## config.mk

```make
export PLATFORM = sky130hd
export DESIGN_NAME = calc_operand_sequencer
export DESIGN_NICKNAME = d
export VERILOG_FILES = /design/src/rtl/calc_pkg.sv /design/src/rtl/btn_edge_detect.sv /design/src/rtl/calc_operand_sequencer.sv
export SDC_FILE = /design/constraint.sdc
export NUM_CORES = 1
export LEC_CHECK = 0
export BUFFER_PORTS_ARGS = -buffer_cell sky130_fd_sc_hd__buf_2
export CORE_ASPECT_RATIO = 1.25
export CORE_MARGIN = 4
export CORE_UTILIZATION = 30
export CTS_CLUSTER_SIZE = 8
export DETAILED_ROUTE_END_ITERATION = 6
export SLEW_MARGIN = 25
export SYNTH_ARGS = -nofsm -noshare
export SYNTH_HDL_FRONTEND = slang
export SYNTH_SLANG_ARGS = --single-unit
```

## constraint.sdc

```tcl
create_clock -name i_clk -period 4.1 [get_ports i_clk]
set_clock_uncertainty 0.1 [all_clocks]
set_input_delay 0.205 -clock i_clk [delete_from_list [all_inputs] [get_ports i_clk]]
set_output_delay 0.205 -clock i_clk [all_outputs]
set_load 0.02 [all_outputs]
```

## src/rtl/calc_pkg.sv

```systemverilog
// Shared definitions for the calculator operand sequencer: default operand
// width, FSM state encodings and the flag derivation used at result capture.
package calc_pkg;

    // Default operand/result width, matching the 4-bit adder-subtractor.
    localparam int WIDTH_DEF = 4;

    // Encodings are visible on o_state and drive the display directly.
    typedef enum logic [1:0] {
        LOAD_A = 2'd0,
        LOAD_B = 2'd1,
        CALC   = 2'd2,
        SHOW   = 2'd3
    } state_e;

    // Adding reports carry-out; subtracting reports borrow, which is the
    // inverse of the adder's carry-out when it computes a + ~b + 1.
    function automatic logic calc_flag(input logic mode, input logic carry);
        return mode ? ~carry : carry;
    endfunction

endpackage

```

## src/rtl/btn_edge_detect.sv

```systemverilog
// Two-flop synchroniser for the asynchronous enter button followed by a
// rising-edge detector. o_pulse is high for one cycle after the synchronised
// level rises, so the consuming logic acts on the third edge that samples
// the button high. A held button yields a single pulse.
module btn_edge_detect (
    input  logic i_clk,
    input  logic i_rst_n,
    input  logic i_btn,
    output logic o_pulse
);

    logic sync1_q;
    logic sync2_q;
    logic dly_q;

    // Synchroniser chain plus one delayed copy for edge detection.
    always_ff @(posedge i_clk) begin
        if (!i_rst_n) begin
            sync1_q <= 1'b0;
            sync2_q <= 1'b0;
            dly_q   <= 1'b0;
        end else begin
            sync1_q <= i_btn;
            sync2_q <= sync1_q;
            dly_q   <= sync2_q;
        end
    end

    assign o_pulse = sync2_q & ~dly_q;

endmodule

```

## src/rtl/calc_operand_sequencer.sv

```systemverilog
// Operand sequencer for a two-operand calculator. Each enter press steps
// LOAD_A -> LOAD_B -> CALC -> SHOW -> LOAD_A, capturing operand A, then
// operand B with the mode, then registering the external adder-subtractor
// result. The adder itself lives outside this block.
module calc_operand_sequencer
    import calc_pkg::*;
#(
    parameter int WIDTH = WIDTH_DEF
) (
    input  logic             i_clk,
    input  logic             i_rst_n,
    input  logic             i_btn_enter,
    input  logic             i_clear,
    input  logic [WIDTH-1:0] i_sw_data,
    input  logic             i_sw_mode,
    output logic [WIDTH-1:0] o_a,
    output logic [WIDTH-1:0] o_b,
    output logic             o_mode,
    input  logic [WIDTH-1:0] i_sum,
    input  logic             i_carry,
    output logic [WIDTH-1:0] o_result,
    output logic             o_flag,
    output logic             o_valid,
    output logic [1:0]       o_state
);

    logic enter_pulse;

    state_e           state_q,  state_d;
    logic [WIDTH-1:0] a_q,      a_d;
    logic [WIDTH-1:0] b_q,      b_d;
    logic             mode_q,   mode_d;
    logic [WIDTH-1:0] result_q, result_d;
    logic             flag_q,   flag_d;
    logic             valid_q,  valid_d;

    btn_edge_detect u_enter (
        .i_clk   (i_clk),
        .i_rst_n (i_rst_n),
        .i_btn   (i_btn_enter),
        .o_pulse (enter_pulse)
    );

    // State register.
    always_ff @(posedge i_clk) begin
        if (!i_rst_n) begin
            state_q <= LOAD_A;
        end else begin
            state_q <= state_d;
        end
    end

    // Next-state logic; clear overrides any enter pulse, and CALC always
    // advances after one cycle regardless of the button.
    always_comb begin
        state_d = state_q;
        if (i_clear) begin
            state_d = LOAD_A;
        end else begin
            unique case (state_q)
                LOAD_A: if (enter_pulse) state_d = LOAD_B;
                LOAD_B: if (enter_pulse) state_d = CALC;
                CALC:   state_d = SHOW;
                SHOW:   if (enter_pulse) state_d = LOAD_A;
                default: state_d = LOAD_A;
            endcase
        end
    end

    // Datapath next values: switches are sampled only on capture edges,
    // and everything holds otherwise so SHOW keeps its result on display.
    always_comb begin
        a_d      = a_q;
        b_d      = b_q;
        mode_d   = mode_q;
        result_d = result_q;
        flag_d   = flag_q;
        valid_d  = 1'b0;
        if (i_clear) begin
            a_d      = '0;
            b_d      = '0;
            mode_d   = 1'b0;
            result_d = '0;
            flag_d   = 1'b0;
        end else begin
            unique case (state_q)
                LOAD_A: begin
                    if (enter_pulse) begin
                        a_d = i_sw_data;
                    end
                end
                LOAD_B: begin
                    if (enter_pulse) begin
                        b_d    = i_sw_data;
                        mode_d = i_sw_mode;
                    end
                end
                CALC: begin
                    result_d = i_sum;
                    flag_d   = calc_flag(mode_q, i_carry);
                    valid_d  = 1'b1;
                end
                default: begin
                end
            endcase
        end
    end

    // Output registers; reset discards any operation in flight.
    always_ff @(posedge i_clk) begin
        if (!i_rst_n) begin
            a_q      <= '0;
            b_q      <= '0;
            mode_q   <= 1'b0;
            result_q <= '0;
            flag_q   <= 1'b0;
            valid_q  <= 1'b0;
        end else begin
            a_q      <= a_d;
            b_q      <= b_d;
            mode_q   <= mode_d;
            result_q <= result_d;
            flag_q   <= flag_d;
            valid_q  <= valid_d;
        end
    end

    assign o_a      = a_q;
    assign o_b      = b_q;
    assign o_mode   = mode_q;
    assign o_result = result_q;
    assign o_flag   = flag_q;
    assign o_valid  = valid_q;
    assign o_state  = state_q;

endmodule

```

* Word level (Yosys, flattened, before mapping)
Cells that the tools add are included.
** Cells by class
- Equality and inequality tests :: 6
- Multiplexer cells :: 6
- Bitwise operators :: 4
- Reductions and logical operators :: 5
** Operator list (count)
- one-hot mux 2 bit (4 select lines) :: 1
- two-way mux 2 bit :: 3
- inequality test 2 bit, second input constant :: 3
- == test 2 bit, second input constant :: 2
- AND reduction 2 bit :: 2
- NOT 1 bit :: 3
- AND reduction 3 bit :: 1
- == test 2 x 1 -> 1 bit, second input constant :: 1
- logical NOT 2 bit :: 1
- two-way mux 1 bit :: 2
- OR reduction 2 bit :: 1
- bitwise AND 1 bit :: 1
** Storage, ports and cells
- Register bits after elaboration :: 20
- Input port bits :: 14
- Output and inout port bits :: 17
- Word-level logic and storage cells :: 31

* Depth between registers and ports, before layout
Gate-level depths: netlist of run 1.
- Depth after elaboration :: 4
- Depth in mapped cells :: 6
- Gate-level depth less buffers :: 5

* By module
Synthesis of run 1 repeated with hierarchy kept, for this count alone.
** Unflattened totals
- Cells, all modules :: 83
- Area total of the unflattened synthesis :: 792.0 µm²
** By module, submodules not included
- calc_operand_sequencer :: times used 1, cells an instance 76, area each 699.4 µm²
- btn_edge_detect :: times used 1, cells an instance 7, area each 92.6 µm²

* Worst setup path after synthesis of run 1
No wires, ideal clock.
- Kind :: register to register
- Start point :: register state_q[1] (netlist: o_state[1])
- End point :: register state_q[0] (netlist: o_state[0])
- Library setup time :: 0.120 ns
- Data arrival time :: 1.418 ns
- Required time :: 3.880 ns
- Slack :: 2.462 ns
- Cell stages (with the launch flop) :: 7
- Path buffers :: 1
- Path through :: dfxtp_1 inv_1 ha_1 buf_6 or3_4 nand3_1 a21oi_1
** Between the ends
- Longest elaborated chain between the ends :: 3
** RTL lines
- from (decl) :: line calc_operand_sequencer.sv:29 : state_e state_q, state_d;
- from (signal assigned) :: line calc_operand_sequencer.sv:49 : state_q <= state_d;
- == test 2 bit, or another cell as far along :: line calc_operand_sequencer.sv:60 : unique case (state_q)
- inequality test 2 bit (no source line)
- AND reduction 3 bit (no source line)
Several ways; a longest one is shown, not always the timed one.
A chain may end at the register's enable or synchronous reset.

* Worst setup path after layout of run 1
Same ends and word-level chain as after synthesis.

==> results of run 1 <==
-- cell families (layout without fill, tap and decap cells) --
logic type / after synthesis / in the layout
muxes: 4 / 4
xor gates and xnor gates: 1 / 1
DFF: 20 / 20
and+or+nand+nor: 36 / 36
buffers and inverters: 8 / 37
adders and majority gates: 5 / 5
AOI/OAI and AO/OA: 14 / 14
-- sequential cells by signal, indices dropped and copies added (netlist names) --
register         count
o_a                  4
o_b                  4
o_flag               1
o_mode               1
o_result             4
o_state              2
o_valid              1
u_enter.dly_q        1
u_enter.sync1_q      1
u_enter.sync2_q      1
-- where the power goes --
| group | internal [mW] | leakage [nW] | switching (mW) | total [mW] |
|---|---|---|---|---|
| combinational | 0.00969 | 0.237 | 0.0125 | 0.0222 |
| clock | 0.0987 | 0.0279 | 0.0596 | 0.158 |
| sequential | 0.196 | 0.162 | 0.00158 | 0.198 |
-- synthesized netlist by cell type (all sizes together) --
master / count
nand3b: 2
buf: 5
ha: 5
o22ai: 1
a21oi: 11
mux2i: 4
or3: 1
a211oi: 1
and2: 3
o21ai: 1
inv: 3
nor3: 1
nand2: 9
xnor2: 1
nand2b: 2
and2b: 1
nor2: 6
nand3: 11
dfxtp: 20
-- cell usage in the layout, fill, tap and decap left out, types with 2 or more instances in the layout --
cell,instances
and2_1,3
nand3_1,11
inv_1,3
nand2_1,9
nand3b_1,2
nor2_1,6
ha_1,5
clkbuf_4,3
buf_2,30
dfxtp_1,20
nand2b_1,2
mux2i_1,4
a21oi_1,11
-- how the worst max path moves through the flow --
stage	from	end	slack, ps	cells past startpoint
after floorplan	o_state[1]$_SDFFE_PP0P_	o_state[0]$_SDFFE_PP0P_	2460	6
after CTS	o_state[0]$_SDFFE_PP0P_	o_state[0]$_SDFFE_PP0P_	2490	5
after global routing	o_state[0]$_SDFFE_PP0P_	o_state[0]$_SDFFE_PP0P_	2360	5
after global placement	o_state[1]$_SDFFE_PP0P_	o_state[1]$_SDFFE_PP0P_	2580	5
final	o_state[1]$_SDFFE_PP0P_	o_state[0]$_SDFFE_PP0P_	2490	5
after detailed placement	o_state[0]$_SDFFE_PP0P_	o_state[0]$_SDFFE_PP0P_	2510	5
-- routing by layer --
metal  GRT usage, %  vias up
met5              0        -
met4          3.738        0
met3          2.483        2
met2          19.46       18
met1          11.39      314
li1               -      353
-- layout make-up --
class / count / area, sq um
multi-input cells: 60 / 366.6
clock inverters: 1 / 30.03
well taps: 33 / 41.29
repair buffers: 30 / 150.1
inverters: 3 / 11.26
fillers: 268 / 1480
flip-flops and latches: 20 / 400.4
clock buffers: 3 / 22.52
-- critical path, cell delays in order (launching register included) --
cell and delay [ps]:
dfxtp_1 410, inv_1 100, ha_1 290, or3_4 420, nand3_1 90, a21oi_1 60
==> metrics, run 1 <==
hold_sp i_btn_enter; IO Pins 31; design area 1022 sq um; CTS tree done; Critical Path RT 4160 ps; Non-Filler Instances 150; reg2reg path depth 5; GR Util All Layers 10.65%; Met2 Wirelength 889 um; Resized Gates After CTS 0; reg2reg start o_state[1]$_SDFFE_PP0P_; fraction of layout cells with a size suffix above 1 29.91%; WP data arrival 1660 ps; clock-pin slew on the worst setup and hold paths 120 ps; Cell Area, Synth 812.0 sq um; setup_tns 0 ps; Worst Hold Class primary input to flip-flop; drt total wl 1738 um; Post-Synth Simple-Gate Area 22.34%; first-pass GRT wire length 2822 um; hold path depth 2; Hold Slack 8.623 ps; H-tree lvl count 1; Post-Place Worst Slack 2513 ps; CP Capture Type flip-flop; RSZ-0062 raised after global routing false; synth warn 0; syn nets 107; Die Span Y 66.17 um; core area 2502 sq um; Routability Congestion 0.7154; DP Area 969.7 sq um; final setup vio count 0; initial DRC count 9; drt first pass iters 3; R2R Path End o_state[0]$_SDFFE_PP0P_; site row count 20; nets 137; Vias/cell 4.580; fmax 0.6217 GHz; Slew Limit Fails 0; Metal-1 WL 714 um; port buffer count 30; Worst Path Max Fanout 8; Final period util 39.23%; vias post-DR 687; vias in the first global route 678; Max Cap Viol 0; multiplexer share of the synthesized area 4.931%; Starting Density 32.45%; crit path launch type flip-flop; status finished clean; post-CTS setup buffers 0; drc violations 0; post-synth top area cell dfxtp_1; Setup Crit Path Kind flip-flop to flip-flop; initial antenna violation count 0; dpl cells 146; Hold Violations, Final 0; largest net degree at the start of global routing 18; Area contributors post-synth dfxtp_1 49%, ha_1 7.7%, a21oi_1 6.8%, nand3_1 6.8%, mux2i_1 4.9%; syn_area_per_cell 9.228 sq um; Finished Core Util 40.85%; largest family of logic cells by synthesized area simple AND/OR/NAND/NOR gates; Post-CTS Hold Buffers 0; Clock Path Buffers 2; Layout area overhead 25.89%; Final min period 1608 ps; Syn Inst Count 88; Worst-Skew Late Latency 290 ps; number of CTS-inserted buffers 3; CTS root buf clkbuf_4; Pleak 0.4264 nW; # diodes 0; Die X 54.54 um; Worst slew margin 58.13%; Highest Signal Layer met4; WL/cell 11.59 um; wire length on met3 120 um; post-synthesis adder-cell area fraction 7.704%; die area 3608 sq um; GRT overflow 0; flop2flop setup slack 2490 ps; flops & latches, synth 20; Unique masters post-synth 21; top-area cell type share of the netlist area 49.31%; Compound-Gate Fraction of Synth Area 9.091%; Slew @ Worst Pin 628.1 ps; hpwl dp 1331 um; Hold EP u_enter.sync1_q$_SDFF_PN0_; post-synthesis sequential area ratio 49.31%; Post-Synth XOR/XNOR Area 1.079%; ANT nets after route 0; PwrDens 370.3 nW/um^2; Worst Setup Slack, final 2492 ps; worst vdd ir 169.1 uV; CTS sink cnt 20; total power 0.3785 mW
Power figures use the tool's default switching activity.
==> run 2, diff against run 1 <==
Clock period 4.1 ns to 1.4 ns, I/O delays scaled along.
==> metrics, run 2 (synthesis gave the netlist of run 1 again) <==
WP data arrival 1440 ps (was 1660 ps); vias in the first global route 771 (was 678); GR Layer Usage met3 2.032% (was 2.483%); core area 2502 sq um (unchanged); Final period util 98.56% (was 39.23%); port buffer count 30 (unchanged); site row count 20 (unchanged); Worst slew margin 59.40% (was 58.13%); WL/cell 11.17 um (was 11.59 um); sequential cell area 407.9 sq um (was 400.4 sq um); status finished clean (unchanged); Routability Congestion 0.6820 (was 0.7154); Worst Hold Class primary input to flip-flop (unchanged); Hold Violations, Final 0 (unchanged); Die Span Y 66.17 um (unchanged); Setup Crit Path Kind flip-flop to flip-flop (unchanged); PwrDens 867.5 nW/um^2 (was 370.3 nW/um^2); Worst-Skew Late Latency 300 ps (was 290 ps); Starting Density 32.45% (unchanged); # diodes 0 (unchanged); fraction of layout cells with a size suffix above 1 35.07% (was 29.91%); CP Capture Type flip-flop (unchanged); dpl cells 149 (was 146); Max Cap Viol 0 (unchanged); Final min period 1380 ps (was 1608 ps); Non-Filler Instances 167 (was 150); final setup vio count 0 (unchanged); hpwl dp 1315 um (was 1331 um); Post-Place Worst Slack 6.530 ps (was 2513 ps); fmax 0.7247 GHz (was 0.6217 GHz); die area 3608 sq um (unchanged); drc violations 0 (unchanged); Multi-input gate area 401.6 sq um (was 366.6 sq um); crit path launch type flip-flop (unchanged); worst vdd ir 600.9 uV (was 169.1 uV); initial DRC count 8 (was 9); number of CTS-inserted buffers 3 (unchanged); CTS root buf clkbuf_4 (unchanged); commonest non-fill, non-tap cell in the layout buf_2 (unchanged); IO Pins 31 (unchanged); ANT nets after route 0 (unchanged); Worst Setup Slack, final 20.09 ps (was 2492 ps); largest net degree at the start of global routing 18 (unchanged); initial antenna violation count 0 (unchanged); Layout area overhead 52.39% (was 25.89%); GRT overflow 0 (unchanged); DP Area 1027 sq um (was 969.7 sq um); Pleak 0.5108 nW (was 0.4264 nW); drt total wl 1866 um (was 1738 um); Critical Path RT 1460 ps (was 4160 ps); fillers 240 (was 268); Die X 54.54 um (unchanged); clock-pin slew on the worst setup and hold paths 120 ps (about the same); CTS tree done (unchanged); Slew Limit Fails 0 (unchanged); RSZ-0062 raised after global routing true (was false); Worst Path Max Fanout 5 (was 8); vias post-DR 739 (was 687); Slew @ Worst Pin 609.0 ps (was 628.1 ps); H-tree lvl count 1 (unchanged); GR Layer Usage met2 20.96% (was 19.46%); CTS sink cnt 20 (unchanged); hold path depth 3 (was 2); first-pass GRT wire length 3263 um (was 2822 um); Vias/cell 4.425 (was 4.580); GR Util All Layers 12.08% (was 10.65%); drt first pass iters 4 (was 3); design area 1237 sq um (was 1022 sq um); total power 1.073 mW (was 0.3785 mW); Clock Path Buffers 2 (unchanged); nets 154 (was 137); reg2reg path depth 4 (was 5); Most Used Layer, Global Route met2 (unchanged); met1 GRT Util 14.23% (was 11.39%); commonest non-fill, non-tap cells in the layout 30 x buf_2, 18 x dfxtp_1, 13 x dlygate4sd3_1, 11 x a21oi_1 (was 30 x buf_2, 20 x dfxtp_1, 11 x nand3_1, 11 x a21oi_1, 9 x nand2_1)
-- run 2: changes by cell type in the layout (fill, tap and decap cells not counted), sizes merged --
cell         before  now
dlygate4sd3       0   13
buf              30   34
bufinv            1    0
clkbuf            3    4
-- run 2: critical path: stages (launching register included) --
cell and delay [ps]:
dfxtp_4 390, ha_1 210, or3_4 400, nand3_2 80, a21oi_1 60
-- run 2: worst paths after layout --
| kind | start | endpoint | slack, ps |
|---|---|---|---|
| max | o_state[0]$_SDFFE_PP0P_ | o_state[0]$_SDFFE_PP0P_ | 20 |
| min | i_clear | o_valid$_SDFF_PP0_ | 320 |
| max reg2reg | o_state[0]$_SDFFE_PP0P_ | o_state[0]$_SDFFE_PP0P_ | 20 |
| min reg2reg | u_enter.sync1_q$_SDFF_PN0_ | u_enter.sync2_q$_SDFF_PN0_ | 350 |
-- run 2: cell type report --
class | instances | area share (%)
Multi-Input combinational cell | 60 | 32.46
Clock buffer | 4 | 3.842
Sequential cell | 20 | 32.96
Timing Repair Buffer | 47 | 26.09
Tap cell | 33 | 3.337
Inverter | 3 | 1.314
-- run 2: per-stage QoR --
stage	utilization (%)	setup TNS (ps)	hold WS, ps
CTS	48.85	0	338.7
finish	49.45	0	321.8
detailed placement	41.05	0	183.3
global route	49.45	-55.04	367.5
floorplan	-	0	91.71
global placement	41.05	0	180.7
-- run 2: metal layers --
metal	routed length [um]	share of wire, %
met3	130	7.0
met2	897	48
met4	10	0.54
met1	827	44
met5	0	0
-- run 2: power breakdown --
group / switching, mW / internal, mW / total, mW
combinational: 0.0424 / 0.0573 / 0.0997
clock: 0.178 / 0.218 / 0.396
sequential: 0.00570 / 0.572 / 0.578
total: 0.226 / 0.847 / 1.07
-- run 2: repair_timing --
item                                    4_1_cts  5_1_grt
setup buffers                                 1        0
hold endpoints to repair                     17        0
gates cloned                                  0        0
gates resized for setup                       2        3
hold buffers                                 13        0
pin swaps                                     1        0
endpoints found under the setup margin        2        6
==> run 3, diff against run 2 <==
Settings changed: CORE_UTILIZATION 30 to 42, CTS_CLUSTER_SIZE 8 to unset, PLACE_DENSITY_LB_ADDON set to 0.25.
==> metrics, run 3 (synthesis gave the netlist of run 1 again) <==
status finished clean (unchanged); RSZ-0062 raised after global routing true (unchanged); Post-Place Worst Slack 10.02 ps (was 6.530 ps); IO Pins 31 (unchanged); Worst Path Max Fanout 5 (unchanged); CTS tree done (unchanged); Slew @ Worst Pin 663.0 ps (was 609.0 ps); Hold Violations, Final 0 (unchanged); Final min period 1352 ps (was 1380 ps); nets 155 (was 154); R2R Path End o_state[1]$_SDFFE_PP0P_ (was o_state[0]$_SDFFE_PP0P_); CTS sink cnt 20 (unchanged); Layout area overhead 51.16% (was 52.39%); worst vdd ir 576.2 uV (was 600.9 uV); Pleak 0.5122 nW (was 0.5108 nW); Finished Core Util 67.89% (was 49.45%); reg2reg path depth 5 (was 4); first-pass GRT wire length 3111 um (was 3263 um); Routability Congestion 0.7605 (was 0.6820); fraction of layout cells with a size suffix above 1 38.52% (was 35.07%); sequential cell area 407.9 sq um (unchanged); final setup vio count 0 (unchanged); commonest non-fill, non-tap cell in the layout buf_2 (unchanged); ANT nets after route 0 (unchanged); commonest non-fill, non-tap cells in the layout 30 x buf_2, 18 x dfxtp_1, 13 x dlygate4sd3_1, 10 x a21oi_1 (was 30 x buf_2, 18 x dfxtp_1, 13 x dlygate4sd3_1, 11 x a21oi_1); total power 1.078 mW (was 1.073 mW); flop2flop setup slack 50 ps (was 20 ps); core area 1808 sq um (was 2502 sq um); Hold EP o_a[1]$_SDFFE_PP0P_ (was o_valid$_SDFF_PP0_); Multi-input gate area 414.1 sq um (was 401.6 sq um); vias post-DR 764 (was 739); # diodes 0 (unchanged); initial DRC count 17 (was 8); site row count 17 (was 20); die area 2705 sq um (was 3608 sq um); H-tree lvl count 1 (unchanged); Clock Path Buffers 2 (unchanged); CTS root buf clkbuf_4 (unchanged); drc violations 0 (unchanged); Hold Slack 337.2 ps (was 321.8 ps); reg2reg start o_state[1]$_SDFFE_PP0P_ (was o_state[0]$_SDFFE_PP0P_); Worst slew margin 55.80% (was 59.40%); WP data arrival 1410 ps (was 1440 ps); hold_sp i_clear (unchanged); crit-path cells inv_4 > ha_4 > or3_4 > nand3_2 > a21oi_1 (was ha_1 > or3_4 > nand3_2 > a21oi_1); fmax 0.7399 GHz (was 0.7247 GHz); crit path launch type flip-flop (unchanged); CP Capture Type flip-flop (unchanged); PwrDens 877.9 nW/um^2 (was 867.5 nW/um^2); fillers 146 (was 240); setup_tns 0 ps (unchanged); Starting Density 44.91% (was 32.45%); Worst Setup Slack, final 48.46 ps (was 20.09 ps); Worst Hold Class primary input to flip-flop (unchanged); GRT overflow 0 (unchanged); Max Cap Viol 0 (unchanged); Worst-Skew Late Latency 300 ps (about the same); Die X 47.33 um (was 54.54 um); GR Util All Layers 15.43% (was 12.08%); WL/cell 12.04 um (was 11.17 um); Vias/cell 4.961 (was 4.425); vias in the first global route 745 (was 771); Die Span Y 57.16 um (was 66.17 um); Critical-path top delay cell dfxtp_4 (was or3_4); initial antenna violation count 0 (unchanged); clock-pin slew on the worst setup and hold paths 110 ps (was 120 ps); number of CTS-inserted buffers 3 (unchanged); hold path depth 3 (unchanged); port buffer count 30 (unchanged); max incr delay on CP 400 ps (about the same); Setup Crit Path Kind flip-flop to flip-flop (unchanged); Critical Path RT 1460 ps (about the same); Final period util 96.54% (was 98.56%); hpwl dp 1292 um (was 1315 um); drt first pass iters 4 (unchanged); drt total wl 1854 um (was 1866 um); Slew Limit Fails 0 (unchanged); largest net degree at the start of global routing 18 (unchanged)
[run 3: worst max path at each step]
stage	end	start	cells past startpoint	slack, ps
global route	o_a[2]$_SDFFE_PP0P_	o_state[0]$_SDFFE_PP0P_	6	-20
global placement	o_state[0]$_SDFFE_PP0P_	o_state[0]$_SDFFE_PP0P_	5	40
detailed placement	o_state[0]$_SDFFE_PP0P_	o_state[0]$_SDFFE_PP0P_	5	10
floorplan	o_state[0]$_SDFFE_PP0P_	o_state[0]$_SDFFE_PP0P_	5	6
CTS	o_state[1]$_SDFFE_PP0P_	o_state[0]$_SDFFE_PP0P_	5	9
finish	o_state[1]$_SDFFE_PP0P_	o_state[1]$_SDFFE_PP0P_	5	50
[run 3: critical path, delay by kind of cell (launching register included)]
kind / cells / cell delay (ps)
buf+inv: 1 / 50
simple gates: 2 / 440
fa+ha+maj: 1 / 170
flops: 1 / 400
compound gates: 1 / 60
[run 3: stage by stage]
| stage | cell area (sq um) | instances |
|---|---|---|
| after CTS | 1175 | 152 |
| after global routing | 1227 | 154 |
| after global placement | 997.2 | 135 |
| after floorplan | 834.6 | 88 |
| after detailed placement | 997.2 | 135 |
| final | 1227 | 154 |
[run 3: layout make-up]
class,count,share of cell area (%)
Tap cell,19,1.937
Multi-Input combinational cell,60,33.74
Clock buffer,4,3.874
Sequential cell,20,33.23
Timing Repair Buffer,48,25.89
Inverter,3,1.325
[run 3: report_power, final]
part | leakage, nW | switching (mW) | internal, mW | total (mW)
sequential | 0.163 | 0.00562 | 0.572 | 0.578
combinational | 0.323 | 0.0448 | 0.0593 | 0.104
clock | 0.0261 | 0.178 | 0.218 | 0.396
[run 3: timing repair]
action                                  in CTS  in global routing
gates resized for setup                      1                  8
endpoints found under the setup margin       2                  6
pin swaps                                    0                  3
hold buffers                                13                  0
setup buffers                                0                  2
endpoints found under the hold margin       17                  0
[run 3: layer usage]
metal / up-vias / track usage [%] / part of all wire, %
met5: - / 0 / 0
met4: 0 / 7.115 / 0.92
met3: 2 / 2.839 / 5.6
met2: 21 / 25.86 / 52
met1: 350 / 18.02 / 41
li1: 391 / - / -
